**src/rtl/bif_refresh_timeout.sv**
```systemverilog
// rtl/bif_refresh_timeout.sv - refresh request generator and bus-cycle watchdog for the BIF
// Registered REFRQ_n/TOUT/REFOVF/PEND_CNT, all state on OSC rising edge, async active-low clear.
module bif_refresh_timeout #(
  parameter int REF_PERIOD = 240,
  parameter int TOUT_LIMIT = 1023,
  parameter int PEND_MAX   = 7
) (
  input  logic       OSC,
  input  logic       CLEAR_n,
  input  logic       ENREF,
  input  logic       REF_n,
  input  logic       BDAP_n,
  input  logic       BDRY_n,
  output logic       REFRQ_n,
  output logic       TOUT,
  output logic       REFOVF,
  output logic [2:0] PEND_CNT
);

  localparam logic [11:0] PS_LAST  = 12'(REF_PERIOD - 1);
  localparam logic [11:0] TC_LAST  = 12'(TOUT_LIMIT - 1);
  localparam logic [2:0]  PEND_TOP = 3'(PEND_MAX);

  typedef enum logic [1:0] {
    S_IDLE    = 2'd0,
    S_WAIT    = 2'd1,
    S_EXPIRED = 2'd2
  } wdState_t;

  logic [11:0] psQ;
  logic        refNd;
  logic [2:0]  pendQ;
  logic [2:0]  pendNext;
  logic        refOvfQ;
  logic        refRqQ;
  logic        tick;
  logic        ack;
  logic        ovfSet;

  wdState_t    state;
  wdState_t    stateNext;
  logic [11:0] tcQ;
  logic [11:0] tcNext;
  logic        armQ;
  logic        armNext;
  logic        toutQ;

  assign tick = ENREF && (psQ == PS_LAST);
  assign ack  = refNd && !REF_n;

  // Tick and ack on the same edge cancel each other out.
  always_comb begin
    pendNext = pendQ;
    ovfSet   = 1'b0;
    if (!ENREF) begin
      pendNext = 3'd0;
    end else if (tick && !ack) begin
      if (pendQ < PEND_TOP) begin
        pendNext = pendQ + 3'd1;
      end else begin
        ovfSet = 1'b1;
      end
    end else if (ack && !tick) begin
      if (pendQ != 3'd0) begin
        pendNext = pendQ - 3'd1;
      end
    end
  end

  always_ff @(posedge OSC or negedge CLEAR_n) begin
    if (!CLEAR_n) begin
      psQ     <= 12'd0;
      refNd   <= 1'b1;
      pendQ   <= 3'd0;
      refOvfQ <= 1'b0;
      refRqQ  <= 1'b1;
    end else begin
      if (!ENREF || tick) begin
        psQ <= 12'd0;
      end else begin
        psQ <= psQ + 12'd1;
      end
      refNd   <= REF_n;
      pendQ   <= pendNext;
      refRqQ  <= (pendNext == 3'd0);
      if (ovfSet) begin
        refOvfQ <= 1'b1;
      end
    end
  end

  // The arm bit blocks a new cycle until BDAP_n has been seen high in IDLE.
  always_comb begin
    stateNext = state;
    tcNext    = tcQ;
    armNext   = armQ;
    case (state)
      S_IDLE: begin
        if (BDAP_n) begin
          armNext = 1'b1;
        end else if (armQ) begin
          stateNext = S_WAIT;
          tcNext    = 12'd0;
          armNext   = 1'b0;
        end
      end
      S_WAIT: begin
        if (!BDRY_n) begin
          stateNext = S_IDLE;
        end else if (BDAP_n) begin
          stateNext = S_IDLE;
        end else if (tcQ == TC_LAST) begin
          stateNext = S_EXPIRED;
        end else begin
          tcNext = tcQ + 12'd1;
        end
      end
      S_EXPIRED: begin
        if (BDAP_n) begin
          stateNext = S_IDLE;
        end
      end
      default: begin
        stateNext = S_IDLE;
      end
    endcase
  end

  always_ff @(posedge OSC or negedge CLEAR_n) begin
    if (!CLEAR_n) begin
      state <= S_IDLE;
      tcQ   <= 12'd0;
      armQ  <= 1'b1;
      toutQ <= 1'b0;
    end else begin
      state <= stateNext;
      tcQ   <= tcNext;
      armQ  <= armNext;
      toutQ <= (stateNext == S_EXPIRED);
    end
  end

  assign REFRQ_n  = refRqQ;
  assign TOUT     = toutQ;
  assign REFOVF   = refOvfQ;
  assign PEND_CNT = pendQ;

endmodule
```
**config.mk**
```make
export PLATFORM = sky130hd
export DESIGN_NAME = bif_refresh_timeout
export DESIGN_NICKNAME = d
export VERILOG_FILES = /design/src/rtl/bif_refresh_timeout.sv
export SDC_FILE = /design/constraint.sdc
export NUM_CORES = 1
export LEC_CHECK = 0
export CAP_MARGIN = 20
export CORE_ASPECT_RATIO = 0.8
export CORE_MARGIN = 10
export CORE_UTILIZATION = 54
export DETAILED_ROUTE_END_ITERATION = 10
export GPL_TIMING_DRIVEN = 0
export PLACE_DENSITY = 0.73
export SYNTH_ARGS = -nofsm -noshare
export SYNTH_HDL_FRONTEND = slang
export SYNTH_SLANG_ARGS = --single-unit
```
**constraint.sdc**
```tcl
create_clock -name OSC -period 3 [get_ports OSC]
set_input_delay 0.6 -clock OSC [delete_from_list [all_inputs] [get_ports OSC]]
set_output_delay 0.6 -clock OSC [all_outputs]
set_load 0.01 [all_outputs]
```
== Yosys cells after proc, flatten, opt, wreduce, memory -nomap -nowiden ==
Index checks and enable logic that the tools add are counted.

* Bits in registers: 34
* Word-level logic and storage cells: 61
* Input port bits: 6
* Output and inout bits: 6

* Multiplexer cells: 23
* Reductions and logical operators: 14
* Eq/ne operators: 10
* Add/subtract/negate cells: 4
* Order comparisons: 1

{| class="wikitable"
|+ Operator list
! kind !! count
|-
| 12-bit 2-to-1 mux || 6
|-
| 12-bit by 1-bit adder with 12-bit output (second input constant) || 2
|-
| 12-bit case mux with 2 select lines || 1
|-
| 3-bit 2-to-1 mux || 5
|-
| 12-bit by 10-bit equality test with 1-bit output (second input constant) || 1
|-
| 12-bit by 8-bit equality test with 1-bit output (second input constant) || 1
|-
| 2-bit 2-to-1 mux || 6
|-
| 2-bit inequality test (second input constant) || 5
|-
| 2-bit case mux with 3 select lines || 1
|-
| 6-bit AND reduction || 1
|-
| 2-bit equality test (second input constant) || 2
|-
| 1-bit logical AND || 4
|-
| 1-bit zero test || 4
|-
| 1-bit 2-to-1 mux || 4
|-
| 3-bit by 1-bit adder with 3-bit output (second input constant) || 1
|-
| 3-bit zero test || 1
|-
| 3-bit < comparator (second input constant) || 1
|-
| 3-bit nonzero test || 1
|-
| 3-bit by 1-bit subtractor with 3-bit output (second input constant) || 1
|-
| 2-bit by 1-bit equality test with 1-bit output (second input constant) || 1
|-
| 2-bit zero test || 1
|-
| 2-bit nonzero test || 1
|-
| 1-bit logical OR || 1
|}

== Longest topological paths before layout ==
Gate-level depths: netlist of run 1.

* Depth in word-level cells: 8
* Gate-level depth with buffers: 8
* Mapped depth without buffers: 7

== Worst setup path after synthesis of run 1 ==
OpenSTA, ideal clock, no wires.

* Kind: register to register
* From: register psQ[9]
* To: register refRqQ (netlist: REFRQ_n)
* Cell stages (with the launch flop): 6
* Path buffers: 0
* Setup time: 0.081 ns
* Data arrival time: 2.106 ns
* Path slack: 0.813 ns
* Data required time: 2.919 ns
* Clock period less this slack: 2.187 ns
* Path through: dfrtp_1 > or4_4 > nor4_4 > mux2_4 > o2111a_2 > a211oi_2

* Longest elaborated chain between the ends: 8
* Elaborated cells between the ends (all ways): 9
* Those cells by class: eq/ne (1); mux (3); reduce/logical (5)

{| class="wikitable"
|+ Ends and longest elaborated chain
! what !! line !! RTL
|-
| start: declaration || 30 || <nowiki>logic [11:0] psQ;</nowiki>
|-
| start signal: assignment || 81 || <nowiki>psQ <= psQ + 12'd1;</nowiki>
|-
| 12-bit by 8-bit equality test with 1-bit output (*) || 48 || <nowiki>assign tick = ENREF && (psQ == PS_LAST);</nowiki>
|-
| 1-bit logical AND (*) || 48 ||
|-
| 1-bit zero test || 63 || <nowiki>end else if (ack && !tick) begin</nowiki>
|-
| 1-bit logical AND || 63 ||
|-
| 3-bit 2-to-1 mux || 63 ||
|-
| 3-bit 2-to-1 mux (*) || 57 || <nowiki>end else if (tick && !ack) begin</nowiki>
|-
| 3-bit 2-to-1 mux (*) || 55 || <nowiki>if (!ENREF) begin</nowiki>
|-
| net pendNext[2] || 33 || <nowiki>logic [2:0] pendNext;</nowiki>
|-
| 3-bit zero test (*) || 85 || <nowiki>refRqQ <= (pendNext == 3'd0);</nowiki>
|-
| end signal: assignment || 85 ||
|-
| end: declaration || 35 || <nowiki>logic refRqQ;</nowiki>
|}

Mark *: on every way through the listed nets, which the timed path passes. The rest lies on a longest branch.
A chain may end at the register's enable or synchronous reset.

== Worst setup path in the final report of run 1 ==
* From: input BDAP_n
* To: register tcQ[4]

* Longest elaborated chain between the ends: 2
* Elaborated cells between the ends (all ways): 3
* Those cells by class: eq/ne (2); reduce/logical (1)

{| class="wikitable"
|+ Ends and longest elaborated chain
! what !! line !! RTL
|-
| start: declaration || 12 || <nowiki>input logic BDAP_n,</nowiki>
|-
| 2-bit inequality test (no line) || n/a ||
|-
| 6-bit AND reduction (no line) (*) || n/a ||
|-
| end signal: assignment || 137 || <nowiki>tcQ <= tcNext;</nowiki>
|-
| end: declaration || 42 || <nowiki>logic [11:0] tcQ;</nowiki>
|}

Every way passes the cells marked *; elsewhere a longest branch is shown, timed or not.

==> results of run 1 <==
## per-layer routing
layer | share of wire | up-vias | track usage
li1 | - | 644 | -
met1 | 0.50 | 616 | 0.1296
met2 | 0.46 | 9 | 0.1835
met3 | 0.033 | 2 | 0.03890
met4 | 0.0022 | 0 | 0.02412
met5 | 0 | - | 0
## sequential cells by signal, indices dropped and copies added, names as in the netlist
name	count
armQ	1
PEND_CNT	3
refNd	1
tcQ	12
TOUT	1
REFRQ_n	1
psQ	12
REFOVF	1
state	2
## final cells by class
class | count | area, sq um | share of cell area
multi-input combinational | 125 | 844.6 | 0.4240
timing repair buffer | 11 | 105.1 | 0.05276
tap | 40 | 50.05 | 0.02513
buffer | 5 | 20.02 | 0.01005
sequential | 34 | 854.6 | 0.4290
clock buffer | 7 | 86.33 | 0.04334
inverter | 7 | 26.28 | 0.01319
clock inverter | 1 | 5.005 | 0.002513
## placed cells by master, fill, tap and decap left out, types with 4 or more instances in the layout
cell / n
and3_1: 6
xnor2_1: 10
dfrtp_1: 31
o211ai_1: 7
nand4_1: 6
or3_1: 4
ha_1: 6
clkbuf_8: 6
nand3_1: 10
nor2_1: 19
nand2_1: 11
inv_1: 7
a21oi_1: 6
clkdlybuf4s50_1: 10
clkbuf_1: 5
xor2_1: 5
o21ai_0: 6
## kinds of logic (layout without fill, tap and decap cells)
group | after synthesis | count (layout) | share of synthesized area
muxes | 3 | 3 | 0.02079
DFF | 34 | 34 | 0.4896
and+or+nand+nor | 74 | 74 | 0.2373
AOI/OAI and AO/OA | 27 | 27 | 0.1075
adders and majority gates | 6 | 6 | 0.04301
buffers and inverters | 12 | 31 | 0.02652
xor gates and xnor gates | 15 | 15 | 0.07527
## power breakdown
group | internal [mW] | leakage [nW] | switching, mW | total, mW
Combinational | 0.0217 | 0.351 | 0.0363 | 0.0580
Sequential | 0.474 | 0.460 | 0.0126 | 0.486
Clock | 0.185 | 0.0482 | 0.148 | 0.333
Total | 0.680 | 0.859 | 0.197 | 0.878
## worst paths after layout
| kind | end | slack (ns) | cells past startpoint |
|---|---|---|---|
| max | tcQ[4] | 0.46 | 6 |
| min in group OSC | REFOVF | 0.47 | 1 |
| max reg2reg | REFRQ_n | 0.59 | 5 |
| min reg2reg | REFOVF | 0.47 | 1 |
| max in group asynchronous | tcQ[3] | 2.16 | 1 |
| min | psQ[2] | 0.38 | 1 |
## per-stage QoR
step           power (mW)  worst slack [ns]  utilization  cell area, sq um  hold WS [ns]
2_1_floorplan      0.5253            0.8125            -              1745        0.3044
3_3_place_gp       0.5504            0.2642       0.6176              1906        0.4533
3_5_place_dp       0.5531            0.2159       0.6160              1901        0.4588
4_1_cts            0.8898            0.4922       0.6456              1992        0.4006
5_1_grt            0.9223            0.2734       0.6456              1992        0.4293
6_report           0.8776            0.4571       0.6456              1992        0.3813
==> impl_metrics.json, run 1 <==
{
  "rows": 18,
  "slew_headroom": 0.2878,
  "synth_seq_cells": 34,
  "postCtsSetupRepairBufs": 0,
  "vdd_drop_max_uv": 395.7,
  "tightest_slew_ns": 1.053,
  "critPathRequiredTime_ns": 3.14,
  "finClkSkew_ns": 0.004304,
  "ys_seq_area_frac": 0.4896,
  "nets": 201,
  "syn_area_sq_um": 1745,
  "start_kind": "input pin",
  "dp.cells": 222,
  "clock_latency_ns": 0.27,
  "fin_setup_tns_ns": 0,
  "grt_use_total": 0.1086,
  "antenna_found_initial": 0,
  "num_io_pins": 12,
  "synth_edf_count": 0,
  "syn_nets": 183,
  "start_util": 0.5657,
  "fillers": 241,
  "slowest_delay_ns": 0.75,
  "critPathLaunch": "BDAP_n",
  "stdcell_count": 230,
  "vias_per_cell": 5.526,
  "cpLargestDelayFamily": "simple AND/OR/NAND/NOR gates",
  "path_cells": "clkdlybuf4s50_1 -> nor4bb_1 -> nand2_1 -> clkbuf_1 -> o211ai_1 -> o31ai_1",
  "cts.htree.levels": 2,
  "grt_max_degree": 35,
  "r2r_start": "psQ[4]",
  "fin_crit_ns": 2.543,
  "cts-root-buf": "clkbuf_8",
  "maxCapViolations": 0,
  "run_status": "finished clean",
  "postCtsHoldBufs": 0,
  "slew_viol_final": 0,
  "critical_path_buf_inv_count": 2,
  "hpwl_microns": 2346,
  "drt_iter0_markers": 71,
  "synth.area.top_cells": "dfrtp_1 44%, xnor2_1 5.0%, dfstp_2 4.5%",
  "cts_buffers": 5,
  "fin_crit_sh": 0.8476,
  "remaining_drc_errors": 0,
  "routed_wl_microns": 3175,
  "gp_congestion": 0.7872,
  "grt.overflow.total": 0,
  "port_buffers": 11,
  "arrival_ns": 2.68,
  "yosysTopAreaCell": "dfrtp_1",
  "finalHoldViolCount": 0,
  "max-clock-path-buffers": 2,
  "hold_class": "in -> async",
  "power.density_nw_per_um2": 440.6,
  "avgSynthCellArea_sq_um": 10.21,
  "path_clk_slew_ns": 0.07,
  "synth_most_common_cell": "dfrtp_1",
  "num_vias": 1271,
  "dieArea_sq_um": 5921,
  "drt_first_pass_iters": 4,
  "synth_top_area_share": 0.4444,
  "rsz0062_at_grt": "false",
  "drive_above_1_share": 0.09474,
  "critical-path-slowest-cell": "nor4bb_1",
  "synth.distinct_cells": 37,
  "cts_tree": "yes",
  "ys_warn_count": 0,
  "synth_commonest_cells": "31 x dfrtp_1, 19 x nor2_1, 11 x nand2_1, 10 x nand3_1, 10 x xnor2_1",
  "core_sq_um": 3085,
  "ant_nets": 0,
  "grt_pass1_wl_microns": 5540,
  "p_leak_nw": 0.8591,
  "ctsResizeCount": 0,
  "finalSetupViolations": 0,
  "grt_pass1_vias": 1254,
  "endpoint_kind": "flop",
  "fmax_mhz": 393.2,
  "antenna_cells": 0,
  "die_height_microns": 70.85,
  "syn_to_final_growth_pct": 14.12,
  "die_x_microns": 83.57,
  "wire_per_inst_microns": 13.80,
  "ys.flop_type": "dfrtp_1",
  "crit_type": "in -> reg",
  "async_flop_share": 1.000,
  "cts_sinks": 34,
  "cp_max_fo": 10,
  "syn_inst": 171
}
Note: power is estimated with default switching activity, not from simulation.
==> run 2: changes to the inputs <==
==> constraint.sdc (replaced) <==
create_clock -name OSC -period 2.35 [get_ports OSC]
set_input_delay 0.47 -clock OSC [delete_from_list [all_inputs] [get_ports OSC]]
set_output_delay 0.47 -clock OSC [all_outputs]
set_load 0.01 [all_outputs]
==> run 2 against run 1 <==
Net effect: sequential power increased by 28%; die area unchanged; final cell count increased by 0.87%; critical endpoint is now REFRQ_n; global-route usage increased by 0.12 points; hold slack got worse by 0.13 ns; sequential share of layout area decreased by 0.64 points; largest cell class is now multi-input combinational cells.
==> impl_metrics.json, run 2 (same netlist as run 1, synthesis figures left out) <==
{
  "run_status": "finished clean",
  "cts_tree": "yes",
  "start_util": 0.5657,
  "grt_use_total": 0.1098,
  "rows": 18,
  "cts_buffers": 5,
  "grt_pass1_wl_microns": 5609,
  "fmax_mhz": 458.9,
  "antenna_cells": 0,
  "tightest_slew_ns": 1.080,
  "p_leak_nw": 0.8719,
  "drt_iter0_markers": 90,
  "rsz0062_at_grt": "false",
  "crit_type": "reg -> reg",
  "num_vias": 1289,
  "finalHoldViolCount": 0,
  "grt_pass1_vias": 1265,
  "hpwl_microns": 2346,
  "die_x_microns": 83.57,
  "start_kind": "flop",
  "dieArea_sq_um": 5921,
  "critical-path-slowest-cell": "or4_4",
  "num_io_pins": 12,
  "slew_headroom": 0.2696,
  "hold_ws_ns": 0.2470,
  "finalSetupViolations": 0,
  "cts_sinks": 34,
  "finClkSkew_ns": 0.004712,
  "path_clk_slew_ns": 0.06,
  "power.density_nw_per_um2": 555.6,
  "core_sq_um": 3085,
  "grt_max_degree": 35,
  "r2r_start": "psQ[4]",
  "clock_latency_ns": 0.27,
  "dp.cells": 222,
  "path_cells": "or4_4 -> nor4_4 -> buf_4 -> mux2_4 -> o2111a_2 -> a211oi_2",
  "hold_class": "in -> async",
  "grt.overflow.total": 0,
  "wire_per_inst_microns": 13.79,
  "port_buffers": 11,
  "slew_viol_final": 0,
  "vias_per_cell": 5.556,
  "cts.htree.levels": 2,
  "cp_max_fo": 5,
  "setup_ws_ns": 0.1711,
  "ant_nets": 0,
  "critPathRequiredTime_ns": 2.55,
  "maxCapViolations": 0,
  "syn_to_final_growth_pct": 15.84,
  "routed_wl_microns": 3199,
  "critical_path_buf_inv_count": 1,
  "cts-root-buf": "clkbuf_8",
  "cpLargestDelayFamily": "simple AND/OR/NAND/NOR gates",
  "dp_slack_ns": -0.3041,
  "vdd_drop_max_uv": 502.2,
  "drive_above_1_share": 0.1094,
  "final_core_util": 0.6553,
  "critPathLaunch": "psQ[4]",
  "remaining_drc_errors": 0,
  "endpoint_kind": "flop",
  "fin_crit_sh": 0.9272,
  "fin_crit_ns": 2.179,
  "mostFrequentLayoutCell": "dfrtp_1",
  "antenna_found_initial": 0,
  "mostFrequentLayoutCells": "31 x dfrtp_1, 19 x nor2_1, 11 x nand2_1",
  "arrival_ns": 2.38,
  "fillers": 240,
  "slowest_delay_ns": 0.54,
  "drt_first_pass_iters": 4,
  "nets": 203,
  "max-clock-path-buffers": 2,
  "die_height_microns": 70.85,
  "gp_congestion": 0.7872,
  "stdcell_count": 232
}
run 2: cell types whose count changed in the layout (fill, tap and decap cells not counted), sizes merged:
cell and change:
buf +2
run 2: through the flow:
step / setup TNS [ns] / area [sq um] / power (mW)
after floorplan: 0 / 1745 / 0.6705
after global placement: -1.403 / 1906 / 0.7026
after detailed placement: -1.783 / 1901 / 0.7061
after CTS: 0 / 1998 / 1.137
after global routing: 0 / 2022 / 1.181
final: 0 / 2022 / 1.123
run 2: path summary, 6_finish.rpt:
path | cells past startpoint | slack [ns] | to
min | 1 | 0.25 | PEND_CNT[2]
min in group OSC | 1 | 0.47 | REFOVF
min reg2reg | 1 | 0.47 | REFOVF
max reg2reg | 6 | 0.17 | REFRQ_n
max in group asynchronous | 1 | 1.64 | tcQ[3]
max | 6 | 0.17 | REFRQ_n
run 2: report_power, final:
part	internal, mW	switching [mW]	total, mW	leakage (nW)
sequential	0.605	0.0162	0.621	0.460
combinational	0.0301	0.0460	0.0761	0.363
clock	0.236	0.190	0.426	0.0482
total	0.871	0.253	1.12	0.872
run 2: cell type report:
| cell class | count | area [sq um] | area share |
|---|---|---|---|
| tap | 40 | 50.05 | 0.02475 |
| inverter | 7 | 26.28 | 0.01300 |
| timing repair buffer | 13 | 120.1 | 0.05941 |
| sequential | 34 | 854.6 | 0.4226 |
| clock buffer | 7 | 86.33 | 0.04270 |
| clock inverter | 1 | 5.005 | 0.002475 |
| buffer | 5 | 20.02 | 0.009901 |
| multi-input combinational | 125 | 859.6 | 0.4251 |
run 2: routing by layer:
metal	GRT usage	vias to the layer above	routed length [microns]
met1	0.1303	615	1540
met4	0.02412	0	7
met3	0.03890	2	137
met2	0.1869	21	1514
li1	-	651	-
met5	0	-	0
run 2: worst reg2reg max path: stages, from the launching register on:
cell and delay, ns:
dfrtp_1 0.43, or4_4 0.54, nor4_4 0.20, buf_4 0.18, mux2_4 0.30, o2111a_2 0.26, a211oi_2 0.19
run 2: repair_timing:
action / CTS / global route
hold buffers: 0 / 0
gates resized for setup: 1 / 1
buffers inserted: 0 / 2
cloned: 0 / 0
pin swaps: 1 / 1
setup endpoints to repair: 4 / 4
